File: config.mk
export PLATFORM = sky130hd
export DESIGN_NAME = mdu_hilo
export DESIGN_NICKNAME = d
export VERILOG_FILES = /design/src/rtl/mdu_hilo_pkg.sv /design/src/rtl/mdu_div_step.sv /design/src/rtl/mdu_hilo.sv
export SDC_FILE = /design/constraint.sdc
export NUM_CORES = 2
export LEC_CHECK = 0
export CAP_MARGIN = 20
export CELL_PAD_IN_SITES_DETAIL_PLACEMENT = 1
export CELL_PAD_IN_SITES_GLOBAL_PLACEMENT = 1
export CORE_MARGIN = 1
export CORE_UTILIZATION = 50
export CTS_BUF_LIST = sky130_fd_sc_hd__clkbuf_4 sky130_fd_sc_hd__clkbuf_8
export DETAILED_ROUTE_END_ITERATION = 8
export GPL_ROUTABILITY_DRIVEN = 0
export PLACE_DENSITY_LB_ADDON = 0.1
export SETUP_SLACK_MARGIN = 0.3
export SLEW_MARGIN = 10
export SYNTH_ARGS = -nofsm -noshare
export SYNTH_HDL_FRONTEND = slang
export SYNTH_HIERARCHICAL = 1
export SYNTH_SLANG_ARGS = --single-unit
File: constraint.sdc
create_clock -name clk -period 12.7 [get_ports clk]
set_input_delay 2.54 -clock clk [delete_from_list [all_inputs] [get_ports clk]]
set_output_delay 2.54 -clock clk [all_outputs]
set_load 0.005 [all_outputs]
File: src/rtl/mdu_hilo_pkg.sv
// Shared definitions for the multiply/divide unit: op encodings, FSM states
// and the architectural datapath width reused by the ALU and EX-stage code.
package mdu_hilo_pkg;

  localparam int MDU_W = 32;

  typedef enum logic [2:0] {
    MDU_MULT  = 3'd0,
    MDU_MULTU = 3'd1,
    MDU_DIV   = 3'd2,
    MDU_DIVU  = 3'd3,
    MDU_MTHI  = 3'd4,
    MDU_MTLO  = 3'd5
  } mdu_op_e;

  typedef enum logic [1:0] {
    ST_IDLE = 2'd0,
    ST_MUL  = 2'd1,
    ST_DIV  = 2'd2,
    ST_FIX  = 2'd3
  } mdu_state_e;

endpackage

File: src/rtl/mdu_div_step.sv
// One restoring-division step: shift the next dividend bit into the partial
// remainder and subtract the divisor when it fits.
module mdu_div_step #(
  parameter int W = 32
) (
  input  logic [W-1:0] i_rem,
  input  logic         i_dvd_bit,
  input  logic [W-1:0] i_divisor,
  output logic [W-1:0] o_rem,
  output logic         o_q_bit
);

  logic [W:0]   w_shift;
  logic [W-1:0] w_diff;

  assign w_shift = {i_rem, i_dvd_bit};
  // Only consumed when the divisor fits, so the true difference is below 2^W.
  assign w_diff  = w_shift[W-1:0] - i_divisor;
  assign o_q_bit = (w_shift >= {1'b0, i_divisor});
  assign o_rem   = o_q_bit ? w_diff : w_shift[W-1:0];

endmodule

File: src/rtl/mdu_hilo.sv
// Multiply/divide unit with architectural HI/LO registers: single-cycle
// registered multiply, W-step restoring divide with a final sign-fixup cycle.
module mdu_hilo
  import mdu_hilo_pkg::*;
#(
  parameter int W  = MDU_W,
  parameter int CW = 6
) (
  input  logic         clk,
  input  logic         reset,
  input  logic         start,
  input  logic [2:0]   op,
  input  logic         cancel,
  input  logic [W-1:0] srcA,
  input  logic [W-1:0] srcB,
  output logic         busy,
  output logic [W-1:0] hi,
  output logic [W-1:0] lo
);

  mdu_state_e            r_state;
  logic                  r_busy;
  logic [CW-1:0]         r_cnt;
  logic [W-1:0]          r_hi;
  logic [W-1:0]          r_lo;
  logic signed [2*W-1:0] r_prod;
  logic [W-1:0]          r_dvd;
  logic [W-1:0]          r_dvs;
  logic [W-1:0]          r_rem;
  logic                  r_sign_q;
  logic                  r_sign_r;

  logic                  w_mul_signed;
  logic signed [2*W-1:0] w_a_ext;
  logic signed [2*W-1:0] w_b_ext;
  logic signed [2*W-1:0] w_prod;
  logic                  w_div_signed;
  logic                  w_neg_a;
  logic                  w_neg_b;
  logic [W-1:0]          w_mag_a;
  logic [W-1:0]          w_mag_b;
  logic [W-1:0]          w_rem_nxt;
  logic                  w_qbit;
  logic                  w_launch;

  function automatic logic [W-1:0] apply_sign(input logic neg, input logic [W-1:0] v);
    return neg ? (~v + 1'b1) : v;
  endfunction

  // One 2W x 2W multiplier serves both MULT and MULTU; only the extension differs.
  assign w_mul_signed = (op == MDU_MULT);
  assign w_a_ext      = {{W{w_mul_signed & srcA[W-1]}}, srcA};
  assign w_b_ext      = {{W{w_mul_signed & srcB[W-1]}}, srcB};
  assign w_prod       = w_a_ext * w_b_ext;

  // The unsigned magnitude of 0x80000000 is itself, so W bits suffice.
  assign w_div_signed = (op == MDU_DIV);
  assign w_neg_a      = w_div_signed & srcA[W-1];
  assign w_neg_b      = w_div_signed & srcB[W-1];
  assign w_mag_a      = apply_sign(w_neg_a, srcA);
  assign w_mag_b      = apply_sign(w_neg_b, srcB);

  assign w_launch     = (r_state == ST_IDLE) && start;

  mdu_div_step #(.W(W)) u_div_step (
    .i_rem     (r_rem),
    .i_dvd_bit (r_dvd[W-1]),
    .i_divisor (r_dvs),
    .o_rem     (w_rem_nxt),
    .o_q_bit   (w_qbit)
  );

  // Operand/working registers: no reset, their contents only matter in flight.
  always_ff @(posedge clk) begin
    if (w_launch && (op == MDU_MULT || op == MDU_MULTU)) begin
      r_prod <= w_prod;
    end
    if (w_launch && (op == MDU_DIV || op == MDU_DIVU)) begin
      r_dvd    <= w_mag_a;
      r_dvs    <= w_mag_b;
      r_rem    <= '0;
      r_sign_q <= w_neg_a ^ w_neg_b;
      r_sign_r <= w_neg_a;
    end else if (r_state == ST_DIV) begin
      // Dividend register shifts out MSB-first and collects the quotient at the LSB.
      r_rem <= w_rem_nxt;
      r_dvd <= {r_dvd[W-2:0], w_qbit};
    end
  end

  // Control FSM and architectural HI/LO.
  always_ff @(posedge clk) begin
    if (reset) begin
      r_state <= ST_IDLE;
      r_busy  <= 1'b0;
      r_cnt   <= '0;
      r_hi    <= '0;
      r_lo    <= '0;
    end else if (cancel) begin
      r_state <= ST_IDLE;
      r_busy  <= 1'b0;
      r_cnt   <= '0;
    end else begin
      case (r_state)
        ST_IDLE: begin
          if (start) begin
            case (op)
              MDU_MULT, MDU_MULTU: begin
                r_state <= ST_MUL;
                r_busy  <= 1'b1;
              end
              MDU_DIV, MDU_DIVU: begin
                r_state <= ST_DIV;
                r_busy  <= 1'b1;
                r_cnt   <= '0;
              end
              MDU_MTHI: r_hi <= srcA;
              MDU_MTLO: r_lo <= srcA;
              default: ;
            endcase
          end
        end
        ST_MUL: begin
          {r_hi, r_lo} <= r_prod;
          r_state      <= ST_IDLE;
          r_busy       <= 1'b0;
        end
        ST_DIV: begin
          r_cnt <= r_cnt + CW'(1);
          if (r_cnt == CW'(W - 1)) begin
            r_state <= ST_FIX;
          end
        end
        ST_FIX: begin
          r_lo    <= apply_sign(r_sign_q, r_dvd);
          r_hi    <= apply_sign(r_sign_r, r_rem);
          r_state <= ST_IDLE;
          r_busy  <= 1'b0;
        end
        default: begin
          r_state <= ST_IDLE;
          r_busy  <= 1'b0;
        end
      endcase
    end
  end

  assign busy = r_busy;
  assign hi   = r_hi;
  assign lo   = r_lo;

endmodule

==> results.json <==
{
  "syn_avg_cell_area_um2": 8.978,
  "synth_compound_area_share_pct": 7.441,
  "syn_nets": 7207,
  "slew_viol_final": 0,
  "endpoint_kind": "flop",
  "worst_pin_slew_ps": 1167,
  "met3_usage_pct": 3.140,
  "finClkSkew_ps": 28.48,
  "status": "finished, final reports clean",
  "setup_viol": 0,
  "synth.largest_area_cell": "fa_1",
  "wl_per_cell_um": 24.55,
  "r2r-start": "r_rem[10]$_SDFFE_PP0P_",
  "grt_pass1_vias": 43610,
  "hold_path_depth": 2,
  "async_flop_share_pct": 0,
  "insertion_delay_ps": 590,
  "min_from": "busy$_SDFFE_PP0P_",
  "cts_setup_buffers": 0,
  "antenna_left": 0,
  "arrival_ps": 11410,
  "required_ps": 13040,
  "core_area_um2": 102200,
  "hold_viol": 0,
  "cts_tree": "done",
  "regArea_um2": 6008,
  "syn_to_final_growth_pct": 6.225,
  "hp-class": "reg2reg",
  "grt_use_met1_pct": 47.40,
  "pin_count": 136,
  "nets": 7120,
  "drive_gt1_share_pct": 4.874,
  "grt_util_met2_pct": 55.87,
  "critPathKind": "in2reg",
  "drv_cap": 0,
  "r2r_cells": 12,
  "synth_ff_type": "edfxtp_1",
  "regToRegSetupSlack_ps": 8610,
  "portBuffers": 135,
  "crit_path_max_fanout": 14,
  "yosysWarnings": 6,
  "rsz0062_at_grt": "false",
  "cts_hold_buf": 0,
  "synthXorXnorAreaFrac_pct": 3.776,
  "grt.busiest_layer": "met2",
  "hold_end": "busy$_SDFFE_PP0P_",
  "drtIter0Drc": 2773,
  "synth_most_common_cell": "inv_1",
  "antenna_found_initial": 5,
  "fp.dieW_um": 323.6,
  "relSlewSlack_pct": 22.20,
  "syn_inst": 5761,
  "rows": 117,
  "max_freq_mhz": 90.34,
  "synth_top_family_by_area": "adder cells",
  "netlist_top_cells_area": "fa_1, inv_1, edfxtp_1",
  "synth_edf_count": 130,
  "cts.htree.levels": 2,
  "synth_commonest_cells": "inv_1, fa_1, nand2_1",
  "fin_crit_sh_pct": 87.16,
  "grt-ovfl-total": 0,
  "synthSimpleGateAreaFrac_pct": 15.38,
  "ys_ff_latch": 235,
  "cpPeakStageDelay_ps": 610,
  "fp.dieArea_um2": 104700,
  "clock-sinks": 235,
  "num_vias": 40230,
  "finalSetupTns_ps": 0,
  "drt_first_pass_iters": 6,
  "wl_mm": 173.7,
  "cts_buffers": 40,
  "cts.clk_slew.worst_paths_ps": 70,
  "cts-root-buf": "clkbuf_8",
  "multi_input_area_um2": 39870,
  "muxShareOfSynthArea_pct": 0.8129,
  "dp_hpwl_mm": 140.5,
  "fillers": 11950,
  "initial_core_util_pct": 50.62,
  "rr_endpoint": "r_rem[20]$_SDFFE_PP0P_",
  "crit_top_cell": "fa_1",
  "drcViolationCount": 0,
  "synthesis.area_um2": 51720,
  "yosysSeqAreaShare_pct": 11.61,
  "viasPerCell": 5.686,
  "synth_top_area_share_pct": 43.58,
  "grt_pass1_wl_mm": 266.3,
  "track_usage_pct": 33.99,
  "clk_path_buf_depth": 3,
  "synthAdderAreaFrac_pct": 49.61,
  "ctsResizeCount": 0,
  "fp.dieH_um": 323.6,
  "slowest_stage": "fa_1",
  "min_period_ps": 11070,
  "start_kind": "input pin",
  "yosysUniqueCellTypes": 79,
  "grt_max_degree": 66
}
[how the worst max path moves through the flow]
stage               cells after the start  startpoint                    to  slack, ps
floorplan                              28       op[2]  r_prod[63]$_DFFE_PP_       2060
global placement                       28       op[1]  r_prod[63]$_DFFE_PP_       1070
detailed placement                     28       op[1]  r_prod[63]$_DFFE_PP_       1020
CTS                                    28       op[1]  r_prod[63]$_DFFE_PP_       1630
global route                           28       op[1]  r_prod[63]$_DFFE_PP_       1070
finish                                 27       op[1]  r_prod[60]$_DFFE_PP_       1630
[metrics by stage]
| step | cells | instance area (um^2) | utilization [%] | setup slack (ps) | hold WS (ps) |
|---|---|---|---|---|---|
| finish | 7075 | 54940 | 53.77 | 1630 | 465.8 |
| global route | 7073 | 54930 | 53.76 | 1071 | 492.9 |
| CTS | 7070 | 54900 | 53.72 | 1626 | 466.7 |
| detailed placement | 6998 | 53990 | 52.84 | 1024 | 457.8 |
| global placement | 6998 | 53990 | 52.84 | 1070 | 446.8 |
| floorplan | 5761 | 51720 | - | 2065 | 450.4 |
[registers in the layout, indices dropped and copies added (netlist names)]
register / cells
r_sign_r: 1
r_rem: 32
r_dvs: 32
lo: 32
r_dvd: 32
busy: 1
r_prod: 64
r_cnt: 6
r_state: 2
hi: 32
r_sign_q: 1
[area by class of cell]
| cell class | count | area share [%] |
|---|---|---|
| tap | 1368 | 3.116 |
| sequential | 235 | 10.94 |
| clock buffer | 58 | 1.328 |
| antenna | 3 | 0.01366 |
| inverter | 1198 | 8.185 |
| clock inverter | 14 | 0.3166 |
| multi-input combinational | 3967 | 72.57 |
| timing repair buffer | 232 | 3.535 |
[cell usage in the layout (no fill, tap or decap), types with 11 or more instances in the layout]
cell type / Yosys / routed
inv_1: 1194 / 1194
fa_1: 1126 / 1126
nand2_1: 960 / 959
and2_1: 293 / 293
ha_1: 249 / 249
nor2_1: 225 / 222
a21oi_1: 167 / 167
edfxtp_1: 130 / 130
xnor2_1: 126 / 126
o21ai_0: 108 / 108
dfxtp_1: 105 / 103
xor2_1: 97 / 97
clkdlybuf4s50_1: 0 / 96
buf_4: 1 / 92
a211oi_1: 58 / 58
nor3_1: 58 / 56
clkbuf_8: 0 / 47
a21o_1: 46 / 46
buf_2: 2 / 39
nor2b_1: 36 / 35
and3_1: 34 / 34
o211ai_1: 30 / 30
nand3_1: 29 / 29
a221oi_1: 26 / 26
nand4_1: 25 / 25
a31oi_1: 24 / 24
o31ai_1: 22 / 22
mux2_2: 20 / 20
o41ai_1: 18 / 18
nor4_1: 17 / 17
o21bai_1: 16 / 16
or4_1: 14 / 14
a311oi_1: 13 / 13
clkbuf_4: 0 / 11
[cells by family after synthesis]
| family | Yosys count |
|---|---|
| AOI/OAI and AO/OA | 587 |
| and+or+nand+nor | 1747 |
| adders and majority gates | 1375 |
| DFF | 235 |
| muxes | 35 |
| buffers and inverters | 1559 |
| xor gates and xnor gates | 223 |
[worst max-delay path: cells and delay by family]
kind	cells	cell delay [ps]
adder cells (fa/ha/maj)	9	4450
AO/OA/AOI/OAI	5	1530
XOR/XNOR	1	160
buffers and inverters	6	1280
AND/OR/NAND/NOR	6	1410
[routing by layer]
layer  part of all wire, %  wire length (um)
met1                    43             74530
met2                    47             81790
met3                   6.4             11060
met4                   3.6              6317
met5                     0                 0
Power is left out: the tool's default activity adds up to more than one toggle a clock period on the data nets, which glitch-free logic cannot reach.
